### src/rtl/qam_pkg.sv
// Shared definitions for the QAM symbol path: modulation order codes,
// per-order symbol geometry and the scheduler state encoding.
package qam_pkg;

    localparam logic [2:0] QAM_BPSK = 3'd0;
    localparam logic [2:0] QAM_QPSK = 3'd1;
    localparam logic [2:0] QAM_16   = 3'd2;

    localparam int WORD_W = 32;

    typedef enum logic [0:0] {
        ST_IDLE = 1'b0,
        ST_SEND = 1'b1
    } sched_state_e;

    // Bits carried by one symbol of the given order (illegal orders map to 1).
    function automatic logic [2:0] bits_per_symbol(input logic [2:0] order);
        logic [2:0] bps;
        case (order)
            QAM_BPSK: bps = 3'd1;
            QAM_QPSK: bps = 3'd2;
            QAM_16:   bps = 3'd4;
            default:  bps = 3'd1;
        endcase
        return bps;
    endfunction

    // Symbols needed to carry one 32-bit word at the given order.
    function automatic logic [5:0] symbols_per_word(input logic [2:0] order);
        logic [5:0] spw;
        case (order)
            QAM_BPSK: spw = 6'd32;
            QAM_QPSK: spw = 6'd16;
            QAM_16:   spw = 6'd8;
            default:  spw = 6'd32;
        endcase
        return spw;
    endfunction

    // True only for the orders the mapper bank implements.
    function automatic logic order_legal(input logic [2:0] order);
        logic ok;
        case (order)
            QAM_BPSK: ok = 1'b1;
            QAM_QPSK: ok = 1'b1;
            QAM_16:   ok = 1'b1;
            default:  ok = 1'b0;
        endcase
        return ok;
    endfunction

endpackage

### src/rtl/qam_symbol_scheduler_if.sv
// Word-request side (framers) and symbol side (mapper) of the scheduler.
// The master modport is the scheduler's view; slave is the surrounding logic.
interface qam_symbol_scheduler_if #(
    parameter int NUM_CH = 4,
    parameter int CH_W   = $clog2(NUM_CH)
) ();

    logic [NUM_CH-1:0]    s_valid;
    logic [NUM_CH-1:0]    s_ready;
    logic [NUM_CH*32-1:0] s_data;
    logic [NUM_CH*3-1:0]  s_qam;

    logic                 m_valid;
    logic                 m_ready;
    logic [3:0]           m_symbol;
    logic [2:0]           m_qam;
    logic [CH_W-1:0]      m_chan;
    logic                 m_last;

    modport master (
        input  s_valid, s_data, s_qam, m_ready,
        output s_ready, m_valid, m_symbol, m_qam, m_chan, m_last
    );

    modport slave (
        output s_valid, s_data, s_qam, m_ready,
        input  s_ready, m_valid, m_symbol, m_qam, m_chan, m_last
    );

endinterface

### src/rtl/qam_symbol_scheduler_rr_arbiter.sv
// Combinational round-robin arbiter: picks the first requester at or above
// ptr, wrapping modulo NUM_CH. The pointer itself is owned by the caller.
module rr_arbiter #(
    parameter int NUM_CH = 4,
    parameter int CH_W   = $clog2(NUM_CH)
) (
    input  logic [NUM_CH-1:0] req,
    input  logic [CH_W-1:0]   ptr,
    output logic [NUM_CH-1:0] gnt,
    output logic [CH_W-1:0]   gnt_idx,
    output logic              any
);

    // Channel index reached by stepping off positions past base, wrapped.
    function automatic int wrap_idx(input logic [CH_W-1:0] base, input int off);
        return (int'(base) + off) % NUM_CH;
    endfunction

    // Scan from ptr upward; the first requester seen wins.
    always_comb begin
        gnt     = '0;
        gnt_idx = '0;
        any     = 1'b0;
        for (int i = 0; i < NUM_CH; i++) begin
            if (!any && req[wrap_idx(ptr, i)]) begin
                any                  = 1'b1;
                gnt[wrap_idx(ptr, i)] = 1'b1;
                gnt_idx              = CH_W'(wrap_idx(ptr, i));
            end else begin
                // an earlier position already won; keep it
            end
        end
    end

endmodule

### src/rtl/qam_symbol_scheduler.sv
// Shares one QAM mapper between NUM_CH word streams: grants one 32-bit word
// at a time round-robin, then serialises it LSB-first into symbols of the
// order latched at grant time.
module qam_symbol_scheduler
    import qam_pkg::*;
#(
    parameter int NUM_CH = 4,
    parameter int CH_W   = $clog2(NUM_CH)
) (
    input  logic                    clk,
    input  logic                    rst,
    qam_symbol_scheduler_if.master  bus,
    output logic                    busy,
    output logic                    err
);

    sched_state_e        state_q, state_d;
    logic [CH_W-1:0]     ptr_q, ptr_d;
    logic [WORD_W-1:0]   shift_q, shift_d;
    logic [4:0]          cnt_q, cnt_d;
    logic [2:0]          qam_q, qam_d;
    logic [CH_W-1:0]     chan_q, chan_d;
    logic                err_q, err_d;

    logic [NUM_CH-1:0]   gnt_s;
    logic [CH_W-1:0]     gnt_idx_s;
    logic                any_s;
    logic [WORD_W-1:0]   g_data_s;
    logic [2:0]          g_qam_s;
    logic [2:0]          bps_s;
    logic [5:0]          spw_s;
    logic                last_s;
    logic [3:0]          sym_s;

    // Channel after c, wrapping at NUM_CH (NUM_CH need not be a power of two).
    function automatic logic [CH_W-1:0] next_ptr(input logic [CH_W-1:0] c);
        return CH_W'((int'(c) + 1) % NUM_CH);
    endfunction

    rr_arbiter #(
        .NUM_CH (NUM_CH),
        .CH_W   (CH_W)
    ) u_arb (
        .req     (bus.s_valid),
        .ptr     (ptr_q),
        .gnt     (gnt_s),
        .gnt_idx (gnt_idx_s),
        .any     (any_s)
    );

    assign g_data_s = bus.s_data[int'(gnt_idx_s)*32 +: 32];
    assign g_qam_s  = bus.s_qam[int'(gnt_idx_s)*3 +: 3];
    assign bps_s    = bits_per_symbol(qam_q);
    assign spw_s    = symbols_per_word(qam_q);
    assign last_s   = (cnt_q == 5'(spw_s - 6'd1));

    // Current symbol: low bps bits of the shifter, zero-extended to 4 bits.
    always_comb begin
        sym_s = 4'b0000;
        case (qam_q)
            QAM_BPSK: sym_s = {3'b000, shift_q[0]};
            QAM_QPSK: sym_s = {2'b00, shift_q[1:0]};
            QAM_16:   sym_s = shift_q[3:0];
            default:  sym_s = 4'b0000;
        endcase
    end

    // Next-state logic: grant/latch a word in IDLE, step the shifter in SEND.
    always_comb begin
        state_d = state_q;
        ptr_d   = ptr_q;
        shift_d = shift_q;
        cnt_d   = cnt_q;
        qam_d   = qam_q;
        chan_d  = chan_q;
        err_d   = 1'b0;
        case (state_q)
            ST_IDLE: begin
                if (any_s) begin
                    shift_d = g_data_s;
                    qam_d   = g_qam_s;
                    chan_d  = gnt_idx_s;
                    cnt_d   = 5'd0;
                    if (order_legal(g_qam_s)) begin
                        state_d = ST_SEND;
                    end else begin
                        // word is consumed and discarded; move past its channel
                        err_d = 1'b1;
                        ptr_d = next_ptr(gnt_idx_s);
                    end
                end else begin
                    state_d = ST_IDLE;
                end
            end
            ST_SEND: begin
                if (bus.m_ready) begin
                    shift_d = shift_q >> bps_s;
                    cnt_d   = cnt_q + 5'd1;
                    if (last_s) begin
                        state_d = ST_IDLE;
                        ptr_d   = next_ptr(chan_q);
                    end else begin
                        state_d = ST_SEND;
                    end
                end else begin
                    state_d = ST_SEND;
                end
            end
            default: begin
                state_d = ST_IDLE;
            end
        endcase
    end

    // State and datapath registers with synchronous active-low reset.
    always_ff @(posedge clk) begin
        if (!rst) begin
            state_q <= ST_IDLE;
            ptr_q   <= '0;
            shift_q <= '0;
            cnt_q   <= 5'd0;
            qam_q   <= 3'd0;
            chan_q  <= '0;
            err_q   <= 1'b0;
        end else begin
            state_q <= state_d;
            ptr_q   <= ptr_d;
            shift_q <= shift_d;
            cnt_q   <= cnt_d;
            qam_q   <= qam_d;
            chan_q  <= chan_d;
            err_q   <= err_d;
        end
    end

    // Symbol-side outputs come straight from registers and are zero outside SEND.
    always_comb begin
        bus.m_valid  = 1'b0;
        bus.m_symbol = 4'b0000;
        bus.m_qam    = 3'd0;
        bus.m_chan   = '0;
        bus.m_last   = 1'b0;
        if (state_q == ST_SEND) begin
            bus.m_valid  = 1'b1;
            bus.m_symbol = sym_s;
            bus.m_qam    = qam_q;
            bus.m_chan   = chan_q;
            bus.m_last   = last_s;
        end else begin
            bus.m_valid  = 1'b0;
        end
    end

    // Word accept strobe: only in IDLE, and held off while reset is asserted.
    always_comb begin
        bus.s_ready = '0;
        if (rst && (state_q == ST_IDLE)) begin
            bus.s_ready = gnt_s;
        end else begin
            bus.s_ready = '0;
        end
    end

    assign busy = (state_q == ST_SEND);
    assign err  = err_q;

endmodule

### src/flat_wrapper.sv
// flat-port wrapper written by rule: the top's interface ports become plain ports
module qam_symbol_scheduler_flat import qam_pkg::*;
#(
    parameter int NUM_CH = 4,
    parameter int CH_W   = $clog2(NUM_CH)
)
  (clk, rst, busy, err, bus_s_valid, bus_s_data, bus_s_qam, bus_m_ready, bus_s_ready, bus_m_valid, bus_m_symbol, bus_m_qam, bus_m_chan, bus_m_last);
  qam_symbol_scheduler_if #(.NUM_CH(NUM_CH), .CH_W(CH_W)) bus_i ();
  input  logic clk;
  input  logic rst;
  output logic busy;
  output logic err;
  input wire logic [$bits(bus_i.s_valid)-1:0] bus_s_valid;
  input wire logic [$bits(bus_i.s_data)-1:0] bus_s_data;
  input wire logic [$bits(bus_i.s_qam)-1:0] bus_s_qam;
  input wire logic [$bits(bus_i.m_ready)-1:0] bus_m_ready;
  output wire logic [$bits(bus_i.s_ready)-1:0] bus_s_ready;
  output wire logic [$bits(bus_i.m_valid)-1:0] bus_m_valid;
  output wire logic [$bits(bus_i.m_symbol)-1:0] bus_m_symbol;
  output wire logic [$bits(bus_i.m_qam)-1:0] bus_m_qam;
  output wire logic [$bits(bus_i.m_chan)-1:0] bus_m_chan;
  output wire logic [$bits(bus_i.m_last)-1:0] bus_m_last;
  assign bus_i.s_valid = bus_s_valid;
  assign bus_i.s_data = bus_s_data;
  assign bus_i.s_qam = bus_s_qam;
  assign bus_i.m_ready = bus_m_ready;
  assign bus_s_ready = bus_i.s_ready;
  assign bus_m_valid = bus_i.m_valid;
  assign bus_m_symbol = bus_i.m_symbol;
  assign bus_m_qam = bus_i.m_qam;
  assign bus_m_chan = bus_i.m_chan;
  assign bus_m_last = bus_i.m_last;
  qam_symbol_scheduler #(.NUM_CH(NUM_CH), .CH_W(CH_W)) u_core (.clk(clk), .rst(rst), .bus(bus_i), .busy(busy), .err(err));
endmodule
### config.mk
export PLATFORM = sky130hd
export DESIGN_NAME = qam_symbol_scheduler_flat
export DESIGN_NICKNAME = d
export VERILOG_FILES = /design/src/rtl/qam_pkg.sv /design/src/rtl/qam_symbol_scheduler_if.sv /design/src/rtl/qam_symbol_scheduler_rr_arbiter.sv /design/src/rtl/qam_symbol_scheduler.sv /design/src/flat_wrapper.sv
export SDC_FILE = /design/constraint.sdc
export NUM_CORES = 1
export LEC_CHECK = 0
export CAP_MARGIN = 5
export CORE_AREA = 2 2 134 84
export DETAILED_ROUTE_END_ITERATION = 16
export DIE_AREA = 0 0 136 86
export PLACE_DENSITY = 0.91
export SLEW_MARGIN = 5
export SYNTH_ARGS = -nofsm -noshare
export SYNTH_HDL_FRONTEND = slang
export SYNTH_SLANG_ARGS = --single-unit
### constraint.sdc
create_clock -name clk -period 4.15 [get_ports clk]
set_input_delay 1.0375 -clock clk [delete_from_list [all_inputs] [get_ports clk]]
set_output_delay 1.0375 -clock clk [all_outputs]
set_load 0.01 [all_outputs]
# After elaboration in Yosys (flattened, before gate mapping)
# Index checks and enable logic that the tools add are counted.
# Widths: inputs -> output; s select.
dict set report op_classes {
  n_mul 1
  n_reduce_logical 21
  n_addsub 7
  mux 60
  bitwise 9
  shifts 3
  eq_ne 9
  n_lt_le_gt_ge 8
}
# operator n
set ops {}
lappend ops {{$shiftx 128x8->32} 1}
lappend ops {{$mux 32} 2}
lappend ops {{$pmux 32 s2} 1}
lappend ops {{$shiftx 12x32->3} 1}
lappend ops {{$shr 32x3->32} 1}
lappend ops {{$mux 1} 25}
lappend ops {{$mux 4} 6}
lappend ops {{$pmux 5 s2} 2}
lappend ops {{$mux 2} 9}
lappend ops {{$lt 3x4->1 const B} 3}
lappend ops {{$or 4x4->4} 3}
lappend ops {{$pmux 4 s3} 1}
lappend ops {{$mux 5} 2}
lappend ops {{$ge 3x1->1 const B} 3}
lappend ops {{$bmux 1 s2} 4}
lappend ops {{$demux 1 s2} 4}
lappend ops {{$logic_and 1x1->1} 8}
lappend ops {{$add 2x1->2 const B} 3}
lappend ops {{$eq 3x1->1 const B} 2}
lappend ops {{$eq 3x2->1 const B} 2}
lappend ops {{$logic_not 3->1} 2}
lappend ops {{$ne 2x2->1 const B} 3}
lappend ops {{$pmux 3 s2} 1}
lappend ops {{$reduce_or 2->1} 3}
lappend ops {{17 further kinds} 26}
dict set report word_totals {
  ff_bits 46
  word_cells 125
}

# Logic depth before layout (Yosys ltp)
# Gate-level depths: netlist of run 1.
dict set report depth {
  ltp_word 24
  ltp_mapped 15
  depth_no_buf 10
}

# Modules after synthesis
# A second synthesis of run 1 with hierarchy kept.
dict set report unflattened {
  hier_cells 465
  hier_area_um2 4171.5
}
# mod cells_per_inst instances seq_area_each_um2 area_each_um2
set modules_own_cells {}
lappend modules_own_cells {qam_symbol_scheduler 420 1 920.9 3752.3}
lappend modules_own_cells {rr_arbiter 45 1 0.0 419.2}

# Worst setup path before layout of run 1
# No wires, ideal clock.
dict set report synth_path {
  path_kind {reg-to-output}
  from {register u_core.ptr_q[0]}
  to {output bus_s_ready[0]}
  n_path_buf 3
  arrival_time_ns 2.790
  path_stages_with_launch 12
  required_ns 3.113
  setup_slack_ns 0.322
  path_cell_list {dfxtp_1 > buf_6 > buf_2 > clkinv_1 > ha_1 > buf_1 > mux4_2 > nor2b_1 > a22oi_1 > nor2_1 > a221oi_1 > nor2_1}
}
dict set report synth_between {
  elab_chain_len 14
}
# element line_no
set synth_lines {}
lappend synth_lines {{start, declared} qam_symbol_scheduler.sv:18} ;# logic [CH_W-1:0] ptr_q, ptr_d;
lappend synth_lines {{start signal, assigned} qam_symbol_scheduler.sv:127} ;# ptr_q <= ptr_d;
lappend synth_lines {{$add 2x1->2} qam_symbol_scheduler_rr_arbiter.sv:16} ;# return (int'(base) + off) % NUM_CH;
lappend synth_lines {{$reduce_or 2->1 (no source line)} -}
lappend synth_lines {{$and 1x1->1 (no source line)} -}
lappend synth_lines {{$lt 3x4->1 (implied by the code) or $ge 3x1->1 (tied branches)} qam_symbol_scheduler_rr_arbiter.sv:27} ;# gnt[wrap_idx(ptr, i)] = 1'b1;
lappend synth_lines {{$logic_and 1x1->1 (implied by the code)} qam_symbol_scheduler_rr_arbiter.sv:27}
lappend synth_lines {{$mux 1 (implied by the code)} qam_symbol_scheduler_rr_arbiter.sv:27}
lappend synth_lines {{$demux 1 s2} qam_symbol_scheduler_rr_arbiter.sv:27}
lappend synth_lines {{$or 4x4->4 (no source line)} -}
lappend synth_lines {{$mux 4} qam_symbol_scheduler_rr_arbiter.sv:25} ;# if (!any && req[wrap_idx(ptr, i)]) begin
lappend synth_lines {{$or 4x4->4 (no source line)} -}
lappend synth_lines {{$mux 4} qam_symbol_scheduler_rr_arbiter.sv:25}
lappend synth_lines {{$or 4x4->4 (no source line)} -}
lappend synth_lines {{$mux 4 *} qam_symbol_scheduler_rr_arbiter.sv:25}
lappend synth_lines {{$mux 4 *} qam_symbol_scheduler.sv:157} ;# if (rst && (state_q == ST_IDLE)) begin
lappend synth_lines {{end, declared} flat_wrapper.sv:17} ;# output wire logic [$bits(bus_i.s_ready)-1:0] bus_s_ready;
# Mark *: on every way between the ends. The rest lies on a longest branch, timed or not. The select of a mux whose other input is x is not followed.

# Worst setup path in the final report of run 1
dict set report layout_path {
  from {input bus_s_valid[3]}
  to {output bus_s_ready[1]}
}
dict set report layout_between {
  elab_chain_len 13
}
# element line_no
set layout_lines {}
lappend layout_lines {{start, declared} flat_wrapper.sv:13} ;# input wire logic [$bits(bus_i.s_valid)-1:0] bus_s_valid;
lappend layout_lines {{$bmux 1 s2} qam_symbol_scheduler_rr_arbiter.sv:25}
lappend layout_lines {{$mux 1 (implied by the code)} qam_symbol_scheduler_rr_arbiter.sv:25}
lappend layout_lines {{$mux 1} qam_symbol_scheduler_rr_arbiter.sv:25}
lappend layout_lines {{$logic_not 1->1} qam_symbol_scheduler_rr_arbiter.sv:25}
lappend layout_lines {{$logic_and 1x1->1} qam_symbol_scheduler_rr_arbiter.sv:25}
lappend layout_lines {{$mux 1} qam_symbol_scheduler_rr_arbiter.sv:25}
lappend layout_lines {{$logic_not 1->1} qam_symbol_scheduler_rr_arbiter.sv:25}
lappend layout_lines {{$logic_and 1x1->1} qam_symbol_scheduler_rr_arbiter.sv:25}
lappend layout_lines {{$mux 1} qam_symbol_scheduler_rr_arbiter.sv:25}
lappend layout_lines {{$logic_not 1->1} qam_symbol_scheduler_rr_arbiter.sv:25}
lappend layout_lines {{$logic_and 1x1->1} qam_symbol_scheduler_rr_arbiter.sv:25}
lappend layout_lines {{$mux 4 *} qam_symbol_scheduler_rr_arbiter.sv:25}
lappend layout_lines {{$mux 4 *} qam_symbol_scheduler.sv:157}
# Marks and branches as above.

==> summary.md, run 1 <==
| Metric | Value |
|---|---|
| Status | `complete, no violations` |
| Commonest non-fill, non-tap cell in the layout | `nand2_1` |
| Starting Density | `a little under half` |
| Vias/cell | `5.990` |
| Layout net count | `1047` |
| Placed wire-length estimate | `between 10 and 15 mm` |
| Syn-to-layout area delta | `43.00%` |
| Synth Area per Inst | `6.357 µm²` |
| Register bit total from synthesis | `46` |
| Minimum clock period | `about 4000 ps` |
| Startpoint types | `input pin` |
| Die Height | `86 µm` |
| FMAX | `0.2485 GHz` |
| Placed Instances | `1023` |
| Setup TNS | `0 ps` |
| Hold depth | `2` |
| Drt initial violations | `801` |
| First-pass GRT wire length | `28.36 mm` |
| Distinct cells, synth | `62` |
| Async SR Flop Fraction | `0%` |
| Worst Setup End Kind | `output port` |
| Final period utilization | `96.96%` |
| Synth Area in Compound Gates | `25.28%` |
| Count of pins over their slew limit | `0` |
| Via count | `~6200` |
| Total CTS buffers | `5` |
| Critical Setup Path Class | `input pin to output port` |
| Final wirelength | `17.82 mm` |
| Die ar. | `11700 µm²` |
| H-tree depth | `2` |
| # diodes | `0` |
| Syn_nets | `slightly above 900` |
| Sequential area share after synthesis | `19.26%` |
| Instance count of the mapped netlist | `between 700 and 800` |
| DRC violations left | `0` |
| Worst Path Arrival | `2990 ps` |
| Fin Hold WS | `487.6 ps` |
| Slew @ Worst Pin | `881.1 ps` |
| Fin cells | `around 1000` |
| Clk_skew | `roughly 10 ps` |
| Hold endpoint | `u_core.cnt_q[0]` |
| Hold-fix buffers, CTS | `0` |
| Clock Pin Slew Worst Setup and Hold Paths | `roughly 60 ps` |
| Num Clock Sinks | `46` |
| Layout cells sized above 1 | `7.295%` |
| Simple-Gate Fraction of Synth Area | `35.44%` |
| Crit path launch | `bus_s_valid[3]` |
| Later-pin clock latency in the skew report | `290 ps` |
| Required @ worst endpoint | `3110 ps` |
| Die X | `~140 µm` |
| Worst R2R End | `u_core.ptr_q[1]` |
| Leakage | `0.002648 µW` |
| Core footprint | `10380 µm²` |
| Final Hold Fails | `0` |
| Routability Congestion | `0.9596` |
| Initial antenna violation count | `2` |
| Pwr/cell area | `between 600 and 700 nW/µm²` |
| RSZ-0062 raised after global routing | `no` |
| Rows | `29` |
| Post-layout util | `about 66%` |
| Slew headroom | `40.43%` |
| # setup viols final | `0` |
| 1st-pass router iterations | `6` |
| Root Buffer | `clkbuf_16` |
| Fillers | `between 800 and 900` |
| Maximum fanout along the worst path | `6` |
| Number of synthesized flops with an enable pin | `0` |
| Max rail drop VDD | `roughly 0.45 mV` |
| GR Overflow Total | `0` |
| Vias in the first global route | `5562` |
| Total track usage | `about 30%` |
| Boundary Pins | `164` |
| Routed len/inst | `17.30 µm` |
| Antenna-violating nets left | `0` |
| Yosys warning count | `0` |
| # port buffers | `roughly 160` |
| Hold Startpoint | `u_core.cnt_q[0]` |
| CTS tree | `built` |
| Hold Crit Class | `flop to flop` |
| Xor and xnor area share after synthesis | `1.282%` |
| Max_cap viols | `0` |
| Cells on worst reg2reg path | `10` |
| Largest net degree at the start of global routing | `65` |
| Worst R2R Setup Slack | `between 800 and 900 ps` |
| Multiplexer share of the synthesized area | `9.526%` |
| Most frequent cells in the layout | `232 x nand2_1, 158 x clkdlybuf4s50_1, 60 x o21ai_0` |
| CTS Buffer Depth | `2` |
| Synth Cell Area | `4781 µm²` |
| Post-synthesis adder-cell area fraction | `2.565%` |
| Worst reg2reg path startpoint | `u_core.ptr_q[0]` |
| Primary FF master, synth | `dfxtp_1` |
| Largest family of logic cells by synthesized area | `simple AND/OR/NAND/NOR gates` |
metal layers:
metal	global-route usage (%)	wire, µm	up-vias
li1	-	-	2941
met4	4.640	150	4
met5	0	30	-
met1	45.26	7962	2831
met3	8.983	2420	22
met2	42.58	7255	372
cell families after synthesis:
kind of cell    after synthesis
buf+inv                      77
flops                        46
simple gates                382
xor+xnor                      7
fa+ha+maj                    10
compound gates              190
mux                          40
registers in the layout (all words and copies together) (netlist names):
register,count
u_core.shift_q,32
u_core.cnt_q,5
u_core.qam_q,3
u_core.chan_q,2
u_core.ptr_q,2
u_core.busy,1
u_core.err,1
how the worst max path moves through the flow:
stage                      to  slack [ps]  cells past startpoint
6_report       bus_s_ready[1]         130                      8
5_1_grt        bus_s_ready[2]          10                      8
4_1_cts        bus_s_ready[0]          80                      8
3_5_place_dp   bus_s_ready[0]        -160                      8
3_3_place_gp   bus_s_ready[1]         -70                      8
2_1_floorplan  bus_s_ready[0]         320                     11
worst max-delay path, cell delays in order:
cell	delay, ps
clkdlybuf4s50_1	450
mux4_2	520
buf_4	180
a22oi_1	180
nor2_1	50
a221oi_1	220
nor2_1	60
dlygate4sd2_1	290
through the flow:
step	area, µm²	total power [µW]	setup WS (ps)
floorplan	4781	2989	322.2
CTS	6828	4485	84.76
detailed placement	6661	4015	-158.8
global route	6837	4925	12.68
finish	6837	4594	126.1
global placement	6661	3936	-74.80
layout make-up:
type                    instances  area, µm²  share of cell area (%)
multi-input cells             629       3585                   52.43
repair buffers                199       1949                   28.51
flip-flops and latches         46      922.1                   13.49
well taps                     139      173.9                   2.544
clock buffers                   6      138.9                   2.031
inverters                      10      37.54                  0.5490
clock inverters                 1      30.03                  0.4392
what timing repair did:
item / 4_1_cts / 5_1_grt
resized for setup: 5 / 2
cloned: 0 / 0
setup buffers: 0 / 0
hold endpoints to repair: 0 / 0
pin swaps: 0 / 0
endpoints found under the setup margin: 4 / 4
report_power, final:
group	total (µW)	switching, µW	internal, µW
sequential	832	221	611
clock	466	168	297
combinational	3300	1940	1350
total	4590	2330	2260
synthesized netlist by cell type (all sizes together) (2+ instances only):
| master | n | share of area, % |
|---|---|---|
| nand2 | 232 | 18 |
| o21ai | 88 | 9.2 |
| clkbuf | 56 | 4.4 |
| nand3 | 54 | 5.7 |
| dfxtp | 46 | 19 |
| mux2i | 35 | 7.3 |
| and3 | 32 | 4.2 |
| a31oi | 29 | 3.8 |
| nor2 | 27 | 2.1 |
| a21oi | 16 | 1.7 |
| a211oi | 11 | 1.9 |
| buf | 11 | 1.5 |
| ha | 9 | 2.4 |
| inv | 8 | 0.63 |
| o211ai | 8 | 1.3 |
| and2 | 6 | 0.79 |
| nand2b | 6 | 0.79 |
| a221oi | 5 | 1.0 |
| xnor2 | 5 | 0.92 |
| a211o | 4 | 0.73 |
| a22oi | 4 | 0.63 |
| mux4 | 4 | 1.9 |
| nand4 | 4 | 0.52 |
| nor3 | 4 | 0.42 |
| nor4 | 4 | 0.52 |
| nor4b | 4 | 0.73 |
| a221o | 3 | 0.63 |
| nor3b | 3 | 0.47 |
| a21o | 2 | 0.31 |
| a32o | 2 | 0.42 |
| clkinv | 2 | 0.16 |
| o2bb2ai | 2 | 0.37 |
| o31a | 2 | 0.37 |
| xor2 | 2 | 0.37 |
No activity file was read; power rests on OpenSTA's default activity.
==> run 2: changes to the inputs <==
--- a/config.mk
+++ b/config.mk
@@ -10,7 +10,6 @@
 export DETAILED_ROUTE_END_ITERATION = 16
 export DIE_AREA = 0 0 136 86
 export PLACE_DENSITY = 0.91
-export SLEW_MARGIN = 5
 export SYNTH_ARGS = -nofsm -noshare
 export SYNTH_HDL_FRONTEND = slang
 export SYNTH_SLANG_ARGS = --single-unit
==> results of run 2 <==
Same layout as run 1: the final DEF is identical, and so are final timing and power.
==> run 3: changes to the inputs <==
==> constraint.sdc (replaced) <==
create_clock -name clk -period 4.15 [get_ports clk]
set_input_delay 0.415 -clock clk [delete_from_list [all_inputs] [get_ports clk]]
set_output_delay 0.415 -clock clk [all_outputs]
set_load 0.01 [all_outputs]
==> run 3 against run 2 <==
Critical endpoint is now bus_s_ready[2]. Register-to-register slack got worse by 320 ps. Largest cell class unchanged. Largest power group unchanged. Flip-flop and latch count did not move. Sequential power fell by 2.5%.
==> summary.md, run 3 (synthesis gave the netlist of run 1 again) <==
| Metric | Value |
|---|---|
| DRC violations left | `0` |
| Hold Startpoint | `u_core.cnt_q[1]` |
| Count of pins over their slew limit | `0` |
| Largest net degree at the start of global routing | `65` |
| Commonest non-fill, non-tap cell in the layout | `nand2_1` |
| Layout net count | `1032` |
| CP most frequent cell | `nor2_1` |
| Maximum fanout along the worst path | `13` |
| Max_cap viols | `0` |
| Pwr/cell area | `663.4 nW/µm²` |
| Vias in the first global route | `5445` |
| Drt initial violations | `816` |
| Crit path max-delay family | `buffers and inverters` |
| Max FFs per register | `32` |
| Worst reg2reg path startpoint | `u_core.ptr_q[1]` |
| Total track usage | `29.76%` |
| Slew headroom | `a little under half` |
| Placed wire-length estimate | `13.55 mm` |
| Routability Congestion | `1.026` |
| Largest stage delay, worst path | `610 ps` |
| Placed Area | `between 6000 and 7000 µm²` |
| Post_cts resized | `0` |
| Layout cells sized above 1 | `approximately 5.5%` |
| Initial antenna violation count | `0` |
| GR Overflow Total | `0` |
| Die Height | `about 86 µm` |
| Final Hold Fails | `0` |
| Critical Path Slowest Stage Cell | `ha_1` |
| Die ar. | `11700 µm²` |
| Startpoint types | `flop` |
| Starting Density | `46.07%` |
| Slew @ Worst Pin | `813.5 ps` |
| Status | `complete, no violations` |
| Power Total | `roughly 4400 µW` |
| Syn-to-layout area delta | `39.02%` |
| RSZ-0062 raised after global routing | `no` |
| Core footprint | `10380 µm²` |
| Post-CTS setup buffers | `0` |
| Fin cells | `slightly above 1000` |
| CTS Buffer Depth | `2` |
| Boundary Pins | `164` |
| # port buffers | `163` |
| Root Buffer | `clkbuf_16` |
| Leakage | `0.002517 µW` |
| Max rail drop VDD | `0.4425 mV` |
| Design area | `6646 µm²` |
| Total CTS buffers | `5` |
| Required @ worst endpoint | `3730 ps` |
| Clock Pin Slew Worst Setup and Hold Paths | `around 60 ps` |
| First-pass GRT wire length | `27.76 mm` |
| Setup TNS | `0 ps` |
| H-tree depth | `2` |
| Routed len/inst | `17.52 µm` |
| 1st-pass router iterations | `6` |
| Num Clock Sinks | `46` |
| Largest registers | `u_core.shift_q x32, u_core.cnt_q x5, u_core.qam_q x3` |
| FMAX | `around 0.26 GHz` |
| Via count | `around 6100` |
| Placed Instances | `1008` |
| Hold Crit Class | `flop to flop` |
| Die X | `136 µm` |
| Later-pin clock latency in the skew report | `290 ps` |
| Worst Setup End Kind | `output port` |
| Minimum clock period | `3815 ps` |
| Critical-path cell list | `inv_1 -> ha_1 -> mux4_2 -> nor2b_1 -> a22oi_1 -> nor2_1 -> a221oi_1 -> nor2_1 -> clkdlybuf4s50_1` |
| Most frequent cells in the layout | `232 x nand2_1, 163 x clkdlybuf4s50_1, 60 x o21ai_0` |
| Crit path launch | `u_core.ptr_q[1]` |
| # setup viols final | `0` |
| WP buf/inv | `2` |
| # diodes | `0` |
| Antenna-violating nets left | `0` |
| Clk_skew | `3.883 ps` |
| Final wirelength | `17.80 mm` |
| Final period utilization | `slightly above 90%` |
| Vias/cell | `6.041` |
| Critical Setup Path Class | `flop to output port` |
| Worst Path Arrival | `3400 ps` |
| Rows | `29` |
| Register bank with the most flops | `u_core.shift_q` |
| CTS tree | `built` |
| Hold-fix buffers, CTS | `0` |
-- run 3: cell count changes in the layout (fill, tap and decap cells not counted), moves of 4 or more --
cell / delta
buf_12: -4
buf_4: -11
dlygate4sd2_1: -4
clkdlybuf4s50_1: +5
-- run 3: cell type report --
cell class,count,area [µm²]
timing repair buffer,184,1789
clock inverter,1,5.005
sequential,46,922.1
clock buffer,7,142.6
multi-input combinational,629,3576
inverter,10,37.54
tap,139,173.9
fill,923,3731
-- run 3: worst paths after layout --
kind              slack, ps               to  depth (start not counted)
hold reg to reg         490  u_core.cnt_q[1]                          2
hold / removal          490  u_core.cnt_q[1]                          2
setup / recovery        340   bus_s_ready[2]                          9
setup reg to reg        570  u_core.ptr_q[0]                         10
-- run 3: routing by layer --
metal / vias up / wire length [µm] / GRT usage, %
met5: - / 0 / 0
met4: 0 / 140 / 3.693
met3: 17 / 2585 / 10.70
met2: 407 / 7204 / 42.07
met1: 2805 / 7870 / 43.93
li1: 2909 / - / -
-- run 3: metrics by stage --
stage	setup slack, ps	util, %	hold slack (ps)
2_1_floorplan	692.0	-	449.2
3_3_place_gp	617.5	62.62	467.7
3_5_place_dp	496.6	62.62	471.7
4_1_cts	456.2	64.05	480.5
5_1_grt	171.1	64.05	513.2
6_report	335.1	64.05	485.3
-- run 3: power by group --
group | switching, µW | leakage, µW | internal, µW
Clock | 175 | 0.0000739 | 239
Combinational | 1930 | 0.00206 | 1250
Sequential | 200 | 0.000381 | 611
Total | 2310 | 0.00252 | 2100
-- run 3: tightest hold or removal path, stage by stage (launching register included) --
cell and delay, ps:
dfxtp_1 330, nand2_1 60, a21oi_1 50
